`src/rtl/act_buf_reader.sv`:
```
// Strided read engine for activation-buffer port B: issues single-cycle reads
// under a credit limit and streams the returned words out through a small FIFO.
module act_buf_reader #(
    parameter int DATA_WIDTH = 128,
    parameter int ADDR_WIDTH = 14,
    parameter int LEN_WIDTH  = 16,
    parameter int FIFO_DEPTH = 4
) (
    input  logic                  clk,
    input  logic                  rst_n,
    input  logic                  start_i,
    input  logic                  abort_i,
    input  logic [ADDR_WIDTH-1:0] cfg_base_i,
    input  logic [LEN_WIDTH-1:0]  cfg_count_i,
    input  logic [ADDR_WIDTH-1:0] cfg_stride_i,
    output logic                  busy_o,
    output logic                  done_o,
    output logic                  b_en_o,
    output logic [ADDR_WIDTH-1:0] b_addr_o,
    input  logic [DATA_WIDTH-1:0] b_rdata_i,
    output logic                  m_valid_o,
    output logic [DATA_WIDTH-1:0] m_data_o,
    output logic                  m_last_o,
    input  logic                  m_ready_i
);

    localparam int PTR_W = $clog2(FIFO_DEPTH);
    localparam int CNT_W = PTR_W + 1;

    typedef enum logic [1:0] {
        IDLE,
        RUN,
        DRAIN
    } state_e;

    state_e                state_q, state_d;
    logic [LEN_WIDTH-1:0]  count_q, count_d;
    logic [LEN_WIDTH-1:0]  issued_q, issued_d;
    logic [ADDR_WIDTH-1:0] stride_q, stride_d;
    logic [ADDR_WIDTH-1:0] addr_q, addr_d;
    logic                  inflight_q, inflight_d;
    logic                  inflightLast_q, inflightLast_d;
    logic                  done_q, done_d;

    logic [DATA_WIDTH-1:0] fifoData_q [FIFO_DEPTH];
    logic [FIFO_DEPTH-1:0] fifoLast_q;
    logic [PTR_W-1:0]      wrPtr_q, rdPtr_q;
    logic [CNT_W-1:0]      fifoCount_q;

    logic push;
    logic pop;
    logic creditOk;
    logic issue;
    logic issueLast;

    // The returning word is pushed one cycle after its read; a same-cycle pop
    // is deliberately not credited so the FIFO can never be pushed while full.
    assign push      = inflight_q;
    assign pop       = m_valid_o & m_ready_i;
    assign creditOk  = (fifoCount_q + CNT_W'(inflight_q)) < CNT_W'(FIFO_DEPTH);
    assign issue     = (state_q == RUN) && (issued_q < count_q) && creditOk;
    assign issueLast = (issued_q == count_q - LEN_WIDTH'(1));

    assign busy_o    = (state_q != IDLE);
    assign done_o    = done_q;
    assign b_en_o    = issue;
    assign b_addr_o  = addr_q;
    assign m_valid_o = (fifoCount_q != '0);
    assign m_data_o  = fifoData_q[rdPtr_q];
    assign m_last_o  = fifoLast_q[rdPtr_q];

    always_comb begin
        state_d        = state_q;
        count_d        = count_q;
        stride_d       = stride_q;
        addr_d         = addr_q;
        issued_d       = issued_q;
        inflight_d     = 1'b0;
        inflightLast_d = 1'b0;
        done_d         = 1'b0;

        // A read issued in the abort cycle is dropped by leaving inflight clear.
        if (abort_i) begin
            state_d = IDLE;
        end else begin
            case (state_q)
                IDLE: begin
                    if (start_i) begin
                        count_d  = cfg_count_i;
                        stride_d = cfg_stride_i;
                        addr_d   = cfg_base_i;
                        issued_d = '0;
                        if (cfg_count_i == '0) begin
                            done_d = 1'b1;
                        end else begin
                            state_d = RUN;
                        end
                    end
                end
                RUN: begin
                    if (issue) begin
                        addr_d         = addr_q + stride_q;
                        issued_d       = issued_q + LEN_WIDTH'(1);
                        inflight_d     = 1'b1;
                        inflightLast_d = issueLast;
                        if (issueLast) begin
                            state_d = DRAIN;
                        end
                    end
                end
                DRAIN: begin
                    if (!inflight_q && ((fifoCount_q == '0) ||
                                        ((fifoCount_q == CNT_W'(1)) && pop))) begin
                        state_d = IDLE;
                        done_d  = 1'b1;
                    end
                end
                default: state_d = IDLE;
            endcase
        end
    end

    always_ff @(posedge clk or negedge rst_n) begin
        if (!rst_n) begin
            state_q        <= IDLE;
            count_q        <= '0;
            stride_q       <= '0;
            addr_q         <= '0;
            issued_q       <= '0;
            inflight_q     <= 1'b0;
            inflightLast_q <= 1'b0;
            done_q         <= 1'b0;
        end else begin
            state_q        <= state_d;
            count_q        <= count_d;
            stride_q       <= stride_d;
            addr_q         <= addr_d;
            issued_q       <= issued_d;
            inflight_q     <= inflight_d;
            inflightLast_q <= inflightLast_d;
            done_q         <= done_d;
        end
    end

    // Output FIFO; the storage is reset so the stream reads as zero after reset.
    always_ff @(posedge clk or negedge rst_n) begin
        if (!rst_n) begin
            for (int i = 0; i < FIFO_DEPTH; i++) begin
                fifoData_q[i] <= '0;
            end
            fifoLast_q  <= '0;
            wrPtr_q     <= '0;
            rdPtr_q     <= '0;
            fifoCount_q <= '0;
        end else if (abort_i) begin
            wrPtr_q     <= '0;
            rdPtr_q     <= '0;
            fifoCount_q <= '0;
        end else begin
            if (push) begin
                fifoData_q[wrPtr_q] <= b_rdata_i;
                fifoLast_q[wrPtr_q] <= inflightLast_q;
                wrPtr_q             <= wrPtr_q + PTR_W'(1);
            end
            if (pop) begin
                rdPtr_q <= rdPtr_q + PTR_W'(1);
            end
            if (push && !pop) begin
                fifoCount_q <= fifoCount_q + CNT_W'(1);
            end else if (pop && !push) begin
                fifoCount_q <= fifoCount_q - CNT_W'(1);
            end
        end
    end

    always_ff @(posedge clk) begin
        if (rst_n && !abort_i && push) begin
            assert (fifoCount_q != CNT_W'(FIFO_DEPTH));
        end
    end

endmodule
```
`config.mk`:
```
export PLATFORM = sky130hd
export DESIGN_NAME = act_buf_reader
export DESIGN_NICKNAME = d
export VERILOG_FILES = /design/src/rtl/act_buf_reader.sv
export SDC_FILE = /design/constraint.sdc
export NUM_CORES = 1
export LEC_CHECK = 0
export CAP_MARGIN = 25
export CORE_UTILIZATION = 40
export DETAILED_ROUTE_END_ITERATION = 6
export SLEW_MARGIN = 0
export SYNTH_ARGS = -nofsm -noshare
export SYNTH_HDL_FRONTEND = slang
export SYNTH_SLANG_ARGS = --single-unit
```
`constraint.sdc`:
```
create_clock -name clk -period 5 [get_ports clk]
set_input_delay 0.75 -clock clk [delete_from_list [all_inputs] [get_ports clk]]
set_output_delay 0.75 -clock clk [all_outputs]
set_load 0.01 [all_outputs]
```
==> results of run 1 <==
==> worst register-to-register path, cell delays in order (launching register included) <==
cell	delay [ps]
dfrtp_1	400
inv_1	70
ha_1	310
a211oi_1	260
nor2_1	80
nor4_1	450
o2111ai_2	500
nand2_1	560
o21ai_0	190
a221o_1	310
==> layout make-up <==
class                   instances  area share [%]
flip-flops and latches        588            44.3
clock buffers                 102            6.27
well taps                     864            3.25
repair buffers                352            11.0
clock inverters                14           0.395
multi-input cells            1056            34.3
diodes                          3          0.0226
inverters                      36           0.407
==> how the worst max path moves through the flow <==
stage / cells past startpoint / to / slack, ps
after floorplan: 4 / m_data_o[119] / 2410
after global placement: 6 / fifoData_q[486]$_DFFE_PN0P_ / 1540
after detailed placement: 6 / fifoData_q[486]$_DFFE_PN0P_ / 1490
after CTS: 3 / m_data_o[48] / 1020
after global routing: 8 / b_en_o / 910
final: 3 / m_data_o[48] / 1160
==> logic make-up (layout without fill, tap and decap cells) <==
family | Yosys count | after routing | share of synthesized area [%]
AO/OA/AOI/OAI | 109 | 109 | 2.56
multiplexers | 648 | 648 | 32.9
XOR/XNOR | 42 | 42 | 1.38
adder cells (fa/ha/maj) | 40 | 40 | 1.91
AND/OR/NAND/NOR | 217 | 217 | 3.98
other | 0 | 3 | 0
flip-flops | 588 | 588 | 55.3
buffers and inverters | 137 | 504 | 1.98
==> power by group <==
part / switching [W] / total [W] / internal [W] / leakage, nW
Sequential: 0.000677 / 0.00654 / 0.00587 / 7.76
Combinational: 0.00251 / 0.00627 / 0.00376 / 6.19
Clock: 0.00194 / 0.00491 / 0.00297 / 1.10
==> placed cells by master, fill, tap and decap left out, types with 11 or more instances in the layout <==
master / netlist / layout
a21oi_1: 25 / 25
clkbuf_8: 0 / 19
nor2_1: 43 / 43
ha_1: 39 / 39
nor3_1: 17 / 17
o22ai_1: 11 / 11
nand3_1: 20 / 20
dfrtp_1: 588 / 586
clkbuf_1: 76 / 12
mux4_2: 129 / 129
buf_12: 0 / 16
clkdlybuf4s50_1: 0 / 322
clkbuf_16: 0 / 71
xnor2_1: 30 / 30
o21ai_0: 30 / 30
inv_1: 36 / 36
nand2_1: 87 / 83
buf_4: 0 / 13
xor2_1: 12 / 12
mux2_2: 516 / 516
==> sequential cells by signal (all words and copies together), names as in the netlist <==
| name | cells |
|---|---|
| fifoCount_q | 3 |
| inflight_q | 1 |
| rdPtr_q | 2 |
| fifoLast_q | 4 |
| count_q | 16 |
| inflightLast_q | 1 |
| done_o | 1 |
| stride_q | 14 |
| state_q | 2 |
| b_addr_o | 14 |
| fifoData_q | 512 |
| issued_q | 16 |
| wrPtr_q | 2 |
==> per-stage QoR <==
stage | setup WS, ps | util [%] | instance area [sq um] | instances
4_1_cts | 1020 | 50.5 | 33200 | 3012
3_3_place_gp | 1540 | 47.2 | 31000 | 2896
6_report | 1160 | 50.5 | 33200 | 3015
3_5_place_dp | 1490 | 47.2 | 31000 | 2896
5_1_grt | 914 | 50.5 | 33200 | 3013
2_1_floorplan | 2410 | - | 26600 | 1781
==> layer usage <==
metal	wire [um]	share of wire [%]	track usage (%)
met1	27200	44	25.1
met2	30300	49	30.5
met3	3050	4.9	4.28
met4	1620	2.6	5.57
met5	59	0.095	0
==> qor.txt, run 1 <==
=================================================================================
Outcome                                                              complete, no violations
Post-synthesis sequential element count                                       588
Area of the multi-input gates                                         11400 sq um
Gp weighted congestion                                                      0.810
Fraction of synthesized cell area taken by the top area cell type           55.3%
Unrepaired setup endpoints after global routing                             false
Overall fraction of global-route tracks in use                              18.8%
Overall Power                                                            0.0177 W
Required @ worst endpoint                                                 4250 ps
Worst reg-to-reg path cell count                                                9
H-Tree Depth                                                                    3
Clock slew seen by the registers of the worst setup and hold paths          60 ps
Initial antenna violation count                                                 6
Total number of yosys warnings                                                  0
Leakage power total                                                       15.1 nW
Longest Clk Path Bufs                                                           3
Grt total ovfl                                                                  0
Dominant cell type by area after synthesis                                dfrtp_1
Number of gates resized after CTS                                               0
Clock tree from TritonCTS                                                   built
Remaining design rule violation count                                           0
Library cell with the highest instance count after synthesis              dfrtp_1
Largest cells by area after synthesis                                dfrtp_1 (55%), mux2_2 (22%), mux4_2 (11%)
Routed wire length per instance                                           20.6 um
Number of buffers added for setup after CTS                                     0
Nets                                                                         2320
Delay of the slowest cell on the worst path                                970 ps
Worst slew margin                                                           31.2%
Wire length of the first global-routing pass                              99.0 mm
Final wirelength                                                          62.3 mm
Post-synth EDFFs                                                                0
Startpoint kind of the worst setup timing path                               flop
Post-route minimum period                                                 3840 ps
Number of global-route vias before repair                                   17400
Share of synthesized flip-flops with an asynchronous set or reset            100%
Horizontal die dimension                                                   260 um
Die outline height                                                         260 um
Cell Chain, Critical Path                                            buf_4 -> mux4_2 -> clkdlybuf4s50_1
WP buf/inv                                                                      2
Number of buffers added by the clock tree synthesis step                       69
Type of destination of the critical path                              output port
Final ANT Viol Nets                                                             0
# rows                                                                         94
Count of mapped cells out of synthesis                                       1781
Maximum fanout along the worst path                                            36
Slowest cell on the critical path                                         dfrtp_4
Most used DFF post-synth                                                  dfrtp_1
Transition at the pin with the smallest max-transition slack              1030 ps
Sequential cell area in the final layout                              14700 sq um
First-pass DRT Iterations                                                       4
Detailed-route vias per instance                                             5.30
Max-cap viol count                                                              0
Clk_skew                                                                  22.2 ps
Worst vdd ir                                                           0.000302 V
CTS Root Cell                                                           clkbuf_16
Post-detailed-placement half-perimeter wirelength                         39.1 mm
Hold violation total from the final report                                      0
Ratio of total power to cell area                                     533 nW/um^2
Count of hold-fix buffers inserted at cts                                       0
TritonCTS Sinks                                                               588
Synth top cells by count                                             dfrtp_1 (588), mux2_2 (516), mux4_2 (129)
Maximum number of pins on one net before global-route repair                  131
Number of DRC markers in iteration 0                                          768
Type of the worst min-delay path                                      in -> async
Count of port buffers added during placement                                  323
CP Launch Point                                                      rdPtr_q[0]$_DFFE_PN0P_
Mean post-synth cell area                                              14.9 sq um
Worst path top cell family by delay                                    flip-flops
Fill count                                                                   5604
Critical path data arrival time                                           3090 ps
Final Cycle Share                                                           76.8%
Seq/Total Area, Yosys                                                       55.3%
Start of the worst register-to-register path                         count_q[13]$_DFFE_PN0P_
Clock latency on the worst-skew pair                                       590 ps
Maximum clock frequency                                                   260 MHz
Nets in the synthesized netlist                                              1998
Post-Syn Area                                                         26600 sq um
Total negative setup slack                                                   0 ps
Fraction of final layout cells sized beyond drive strength 1                37.0%
End of the worst register-to-register path                           b_addr_o[13]$_DFFE_PN0P_
Core Area                                                             65700 sq um
Die area                                                              67500 sq um
Layout overhead on the synthesized area                                     24.9%
Initial standard-cell utilization of the core                               40.5%
Distinct cell type count after synthesis                                       55
Final setup fails                                                               0
Reg2reg setup slack                                                       1760 ps
Worst setup path category                                              reg -> out
Hold WS                                                                    310 ps
Routed via count                                                            15970
Max Transition Viols Final                                                      0
IO Count                                                                      324
=================================================================================
No activity file was read; power rests on OpenSTA's default activity.
==> run 2: changes to the inputs <==
clock period = 3.9 ns   (was 5 ns; I/O delays follow)
==> run 2 against run 1 <==
Core utilization rose by 0.27 points. Global-route usage increased by 0.12 points. Power rose by 29%. Non-clock buffer count grew 13. First-iteration DRC count is 18% lower. Wire length rose by 1.2%. Combinational power up 29%. Critical path type unchanged. Critical endpoint is now b_en_o.
==> qor.txt, run 2 (synthesized netlist as in run 1, its figures left out) <==
=====================================================================================
Gp weighted congestion                                                          0.810   about the same
Initial standard-cell utilization of the core                                   40.5%   unchanged
Slowest cell on the critical path                                        clkdlybuf4s50_1   was dfrtp_4
Met3 WL post-DR                                                               3.49 mm   was 3.05 mm
Post-route minimum period                                                     3560 ps
Final ANT Viol Nets                                                                 0   unchanged
Hold violation total from the final report                                          0   unchanged
Sw Ratio                                                                        28.8%   was 28.9%
Overall Power                                                                0.0229 W   was 0.0177 W
Final setup fails                                                                   0   unchanged
TritonCTS Sinks                                                                   588   unchanged
Most frequent cells in the layout                                        dfrtp_1 (586), mux2_2 (516), clkdlybuf4s50_1 (322), mux4_2 (129), nand2_1 (83)   unchanged
Fraction of final layout cells sized beyond drive strength 1                    37.4%   was 37.0%
Layout overhead on the synthesized area                                         25.5%   was 24.9%
Maximum fanout along the worst path                                                 4   was 36
Die area                                                                  67500 sq um   unchanged
Most frequent standard cell in the layout excluding fill and tap cells        dfrtp_1   unchanged
Transition at the pin with the smallest max-transition slack                   756 ps   was 1030 ps
Internal power                                                               0.0163 W   was 0.0126 W
Number of global-route vias before repair                                       17670   was 17400
First-pass DRT Iterations                                                           4   unchanged
Proportion of power drawn by the clock network                                  28.3%   was 27.7%
Maximum number of pins on one net before global-route repair                       80   was 131
Die outline height                                                             260 um   unchanged
Startpoint kind of the worst setup timing path                                   flop   unchanged
Critical path data arrival time                                               2970 ps   was 3090 ps
Count of port buffers added during placement                                      323   unchanged
# rows                                                                             94   unchanged
Worst slew margin                                                               49.5%   was 31.2%
Total negative setup slack                                                       0 ps   unchanged
Hold WS                                                                       15.1 ps   was 310 ps
Sequential cell area in the final layout                                  14700 sq um   unchanged
Number of buffers added for setup after CTS                                         0   unchanged
Type of destination of the critical path                                  output port   unchanged
H-Tree Depth                                                                        3   unchanged
CP most frequent cell                                                           inv_1
Overall fraction of global-route tracks in use                                  18.9%   was 18.8%
Horizontal die dimension                                                       260 um   unchanged
Clock tree from TritonCTS                                                       built   unchanged
Top register by number of flip-flops                                       fifoData_q   unchanged
Count of hold-fix buffers inserted at cts                                           0   unchanged
Flip-flop count of the largest register after layout                              512   unchanged
Clock slew seen by the registers of the worst setup and hold paths              60 ps   about the same
Worst vdd ir                                                               0.000407 V   was 0.000302 V
Routed wire length per instance                                               20.8 um   was 20.6 um
Max-cap viol count                                                                  0   unchanged
Area of the multi-input gates                                             11400 sq um   unchanged
Nets                                                                             2331   was 2320
Comb power frac                                                                 35.2%   was 35.4%
Type of the worst min-delay path                                          in -> async   unchanged
Highest metal layer used by the detailed router                                  met5   unchanged
Post-detailed-placement half-perimeter wirelength                             40.5 mm   was 39.1 mm
Unrepaired setup endpoints after global routing                                 false   unchanged
Clock latency on the worst-skew pair                                           590 ps   about the same
Fill count                                                                       5524   was 5604
Maximum clock frequency                                                       281 MHz
Cell Chain, Critical Path                                                inv_1 -> ha_1 -> a211oi_1 -> nor2_1 -> nor4_1 -> o211ai_1 -> inv_1 -> clkdlybuf4s50_1   was buf_4 -> mux4_2 -> clkdlybuf4s50_1
Initial antenna violation count                                                     7   was 6
Number of buffers added by the clock tree synthesis step                           67   was 69
Registers with the most flip-flops                                       fifoData_q (512), count_q (16), issued_q (16)   unchanged
Final Cycle Share                                                               91.2%
Psw                                                                         0.00660 W   was 0.00512 W
Longest Clk Path Bufs                                                               3   unchanged
Remaining design rule violation count                                               0   unchanged
Final wirelength                                                              63.0 mm   was 62.3 mm
Wire length of the first global-routing pass                                  99.8 mm   was 99.0 mm
Delay of the slowest cell on the worst path                                    530 ps   was 970 ps
Core Area                                                                 65700 sq um   unchanged
Ratio of total power to cell area                                         686 nW/um^2   was 533 nW/um^2
Max Transition Viols Final                                                          0   unchanged
Number of gates resized after CTS                                                   0   unchanged
Routed via count                                                                16116   was 15970
Outcome                                                                  complete, no violations   unchanged
Portion of total power attributed to sequential cells                           36.5%   was 36.9%
Detailed-route vias per instance                                                 5.32   was 5.30
Required @ worst endpoint                                                     3310 ps   was 4250 ps
CTS Root Cell                                                               clkbuf_16   unchanged
Worst setup path category                                                  reg -> out   unchanged
Grt total ovfl                                                                      0   unchanged
Clk_skew                                                                      20.3 ps   was 22.2 ps
Met2 wire len                                                                 31.2 mm   was 30.3 mm
Share of the core filled with cells in the final layout                         50.8%   was 50.5%
Number of DRC markers in iteration 0                                              630   was 768
WL met1                                                                       26.7 mm   was 27.2 mm
Leakage power total                                                           15.1 nW   about the same
IO Count                                                                          324   unchanged
=====================================================================================
-- run 2: cell types whose count changed in the layout (fill, tap and decap cells not counted) --
cell,before,now
buf_12,16,17
buf_4,13,25
bufinv_16,2,6
clkbuf_1,12,14
clkbuf_16,71,69
clkbuf_8,19,16
clkinv_2,9,6
clkinv_4,1,0
clkinv_8,0,2
clkinvlp_4,0,1
diode_2,3,2
inv_6,2,4
-- run 2: stage by stage --
step	setup WS [ps]	instance area [sq um]	instances
2_1_floorplan	1480	26600	1781
3_3_place_gp	957	31100	2909
3_5_place_dp	953	31100	2909
4_1_cts	304	33400	3027
5_1_grt	149	33400	3029
6_report	342	33400	3029
-- run 2: layout make-up --
type | count | share of cell area, %
Antenna cell | 2 | 0.0150
Clock buffer | 99 | 5.99
Clock inverter | 19 | 0.854
Inverter | 36 | 0.405
Multi-Input combinational cell | 1056 | 34.2
Sequential cell | 588 | 44.1
Tap cell | 864 | 3.24
Timing Repair Buffer | 365 | 11.3
-- run 2: path summary, 6_finish.rpt --
check | from | to | slack, ps | cells after the start
max | count_q[13]$_DFFE_PN0P_ | b_en_o | 340 | 8
min | rst_n | fifoData_q[167]$_DFFE_PN0P_ | 20 | 1
max reg2reg | count_q[13]$_DFFE_PN0P_ | issued_q[7]$_DFFE_PN0P_ | 1040 | 10
min reg2reg | stride_q[5]$_DFFE_PN0P_ | stride_q[5]$_DFFE_PN0P_ | 480 | 2
max in group asynchronous | rst_n | fifoData_q[501]$_DFFE_PN0P_ | 2770 | 3
min in group clk | stride_q[5]$_DFFE_PN0P_ | stride_q[5]$_DFFE_PN0P_ | 480 | 2
-- run 2: worst max-delay path: cells and delay by family (launching register included) --
kind | cells | cell delay, ps
flip-flops | 1 | 400
AND/OR/NAND/NOR | 2 | 500
adder cells (fa/ha/maj) | 1 | 310
buffers and inverters | 3 | 700
AO/OA/AOI/OAI | 2 | 470
-- run 2: power groups by stage --
stage | clock (W) | combinational [W] | sequential, W
2_1_floorplan | 0 | 0.00466 | 0.00814
3_3_place_gp | 0 | 0.00807 | 0.00838
3_5_place_dp | 0 | 0.00818 | 0.00847
4_1_cts | 0.00670 | 0.00823 | 0.00838
5_1_grt | 0.00694 | 0.00869 | 0.00857
6_report | 0.00648 | 0.00807 | 0.00836
-- run 2: metal layers --
layer / GRT usage (%) / vias to the layer above
met1: 24.1 / 8442
li1: - / 7239
met5: 0 / -
met2: 31.6 / 317
met3: 4.55 / 108
met4: 6.29 / 10
==> run 3: changes to the inputs <==
ABC_AREA = 0   (was unset)
HOLD_SLACK_MARGIN = 0.15   (was unset)
PLACE_DENSITY = 0.64   (was unset)
==> run 3 against run 2 <==
Clock-buffer cell count shrank 2. Via count is essentially flat. Core utilization grew 0.18 points. Setup slack lost 79 ps. Wire length is essentially flat. Register-to-register slack lost 200 ps. Sequential share of layout area shrank 0.16 points. Clock power shrank 0.9%. Critical endpoint unchanged. Largest power group unchanged.
==> qor.txt, run 3 (synthesized netlist as in run 1, its figures left out) <==
=====================================================================================
Outcome                                                                  complete, no violations   unchanged
Post-route minimum period                                                     3640 ps   was 3560 ps
Final setup fails                                                                   0   unchanged
TritonCTS Sinks                                                                   588   unchanged
Core Area                                                                 65700 sq um   unchanged
Post-detailed-placement half-perimeter wirelength                             41.4 mm   was 40.5 mm
Worst setup path category                                                  reg -> out   unchanged
Start of the worst register-to-register path                             count_q[13]$_DFFE_PN0P_   unchanged
Type of the worst min-delay path                                           reg -> reg   was in -> async
Ratio of total power to cell area                                         682 nW/um^2   was 686 nW/um^2
Horizontal die dimension                                                       260 um   unchanged
Maximum fanout along the worst path                                                 4   unchanged
Grt total ovfl                                                                      0   unchanged
Max-cap viol count                                                                  0   unchanged
Worst slew margin                                                               40.7%   was 49.5%
Hold WS                                                                        486 ps   was 15.1 ps
Leakage power total                                                           15.2 nW   was 15.1 nW
Registers with the most flip-flops                                       fifoData_q (512), count_q (16), issued_q (16)   unchanged
Cell Chain, Critical Path                                                inv_1 -> ha_1 -> a211oi_1 -> nor2_1 -> nor4_1 -> o211ai_1 -> inv_1 -> clkdlybuf4s50_1   unchanged
Routed wire length per instance                                               20.7 um   was 20.8 um
Final ANT Viol Nets                                                                 0   unchanged
Clk_skew                                                                      15.3 ps   was 20.3 ps
Wire length of the first global-routing pass                                   100 mm   was 99.8 mm
Number of buffers added by the clock tree synthesis step                           67   unchanged
Detailed-route vias per instance                                                 5.29   was 5.32
Total placed instance area                                                31200 sq um   was 31100 sq um
Flip-flop count of the largest register after layout                              512   unchanged
Most frequent standard cell in the layout excluding fill and tap cells        dfrtp_1   unchanged
Most frequent cells in the layout                                        dfrtp_1 (586), mux2_2 (516), clkdlybuf4s50_1 (322), mux4_2 (129), nand2_1 (83)   unchanged
Fin area                                                                  33500 sq um   was 33400 sq um
Non-filler cells in the finished layout                                          3047   was 3029
Unrepaired setup endpoints after global routing                                 false   unchanged
Routed via count                                                                16111   was 16116
Initial standard-cell utilization of the core                                   40.5%   unchanged
End of the worst hold path                                               stride_q[0]$_DFFE_PN0P_
IO Count                                                                          324   unchanged
Worst reg-to-reg path cell count                                                    9   was 10
Number of DRC markers in iteration 0                                              793   was 630
Clock tree from TritonCTS                                                       built   unchanged
Worst vdd ir                                                               0.000375 V   was 0.000407 V
Transition at the pin with the smallest max-transition slack                   889 ps   was 756 ps
Count of port buffers added during placement                                      323   unchanged
Delay of the slowest cell on the worst path                                    530 ps   about the same
End of the worst register-to-register path                               b_addr_o[12]$_DFFE_PN0P_   was issued_q[7]$_DFFE_PN0P_
First-pass DRT Iterations                                                           5   was 4
CTS Root Cell                                                               clkbuf_16   unchanged
Layout overhead on the synthesized area                                         26.0%   was 25.5%
Die outline height                                                             260 um   unchanged
Top register by number of flip-flops                                       fifoData_q   unchanged
Number of gates resized after CTS                                                   0   unchanged
Hold violation total from the final report                                          0   unchanged
# rows                                                                             94   unchanged
Clock slew seen by the registers of the worst setup and hold paths              60 ps   about the same
Die area                                                                  67500 sq um   unchanged
Nets                                                                             2343   was 2331
Maximum number of pins on one net before global-route repair                       97   was 80
Critical path data arrival time                                               3050 ps   was 2970 ps
Final wirelength                                                              63.0 mm   about the same
Final Cycle Share                                                               93.3%   was 91.2%
Total negative setup slack                                                       0 ps   unchanged
Fraction of final layout cells sized beyond drive strength 1                    37.7%   was 37.4%
CP most frequent cell                                                           inv_1   unchanged
Remaining design rule violation count                                               0   unchanged
Number of buffers added for setup after CTS                                         0   unchanged
Reg2reg setup slack                                                            840 ps   was 1040 ps
Number of global-route vias before repair                                       17821   was 17670
Type of destination of the critical path                                  output port   unchanged
Startpoint kind of the worst setup timing path                                   flop   unchanged
Hold path start                                                          stride_q[0]$_DFFE_PN0P_
Placed cell count                                                                2920   was 2909
Hold-critical path depth                                                            2
Overall fraction of global-route tracks in use                                  19.0%   was 18.9%
Slowest cell on the critical path                                        clkdlybuf4s50_1   unchanged
Gp weighted congestion                                                          0.821   was 0.810
H-Tree Depth                                                                        3   unchanged
Longest Clk Path Bufs                                                               3   unchanged
Initial antenna violation count                                                     6   was 7
Clock latency on the worst-skew pair                                           600 ps   was 590 ps
Required @ worst endpoint                                                     3310 ps   about the same
Maximum clock frequency                                                       275 MHz   was 281 MHz
Max Transition Viols Final                                                          0   unchanged
=====================================================================================
==> run 3: cell types whose count changed in the layout (fill, tap and decap cells not counted) <==
cell	before	now
buf_4	25	33
clkinv_2	6	13
clkbuf_8	16	10
buf_12	17	20
clkbuf_1	14	16
clkbuf_16	69	71
clkinv_8	2	0
clkinvlp_4	1	3
diode_2	2	4
inv_16	0	2
inv_6	4	2
bufinv_16	6	5
dlygate4sd3_1	0	1
==> run 3: worst max-delay path by stage <==
stage,startpoint,to,slack [ps],cells after the start
2_1_floorplan,rdPtr_q[0]$_DFFE_PN0P_,m_data_o[119],1480,4
3_3_place_gp,count_q[13]$_DFFE_PN0P_,b_en_o,910,8
5_1_grt,count_q[13]$_DFFE_PN0P_,b_en_o,120,8
6_report,count_q[13]$_DFFE_PN0P_,b_en_o,260,8
4_1_cts,count_q[13]$_DFFE_PN0P_,b_en_o,240,8
3_5_place_dp,count_q[13]$_DFFE_PN0P_,b_en_o,900,8
==> run 3: repair_timing <==
item                                    CTS  global route
hold endpoints to repair                 76             0
endpoints found under the setup margin    0             0
hold buffers                              1             0
==> run 3: stage by stage <==
stage	power, W	setup slack [ps]	utilization [%]
floorplan	0.0128	1480	-
CTS	0.0232	240	51.0
global route	0.0241	117	51.0
detailed placement	0.0167	903	47.5
finish	0.0229	263	51.0
global placement	0.0165	910	47.5
==> run 3: metal layers <==
metal,wire [um],GRT usage [%]
met1,26500,24.3
met2,31400,31.6
met3,3600,4.48
met4,1510,6.65
met5,55,0
==> run 3: power by group <==
group | internal (W) | switching [W]
clock | 0.00388 | 0.00254
combinational | 0.00485 | 0.00323
sequential | 0.00752 | 0.000851
total | 0.0163 | 0.00662
==> run 3: final cells by class <==
| cell class | count | area [sq um] |
|---|---|---|
| fill | 5460 | 32200 |
| sequential | 588 | 14700 |
| multi-input combinational | 1056 | 11400 |
| timing repair buffer | 377 | 3900 |
| clock buffer | 97 | 1970 |
| tap | 864 | 1080 |
| clock inverter | 25 | 295 |
| inverter | 36 | 135 |
| antenna | 4 | 10.0 |
==> run 3: worst max-delay path: cells and delay by family (launching register included) <==
family	cells	cell delay (ps)
buffers and inverters	3	700
and+or+nand+nor	2	540
AOI/OAI and AO/OA	2	480
DFF	1	410
adders and majority gates	1	320
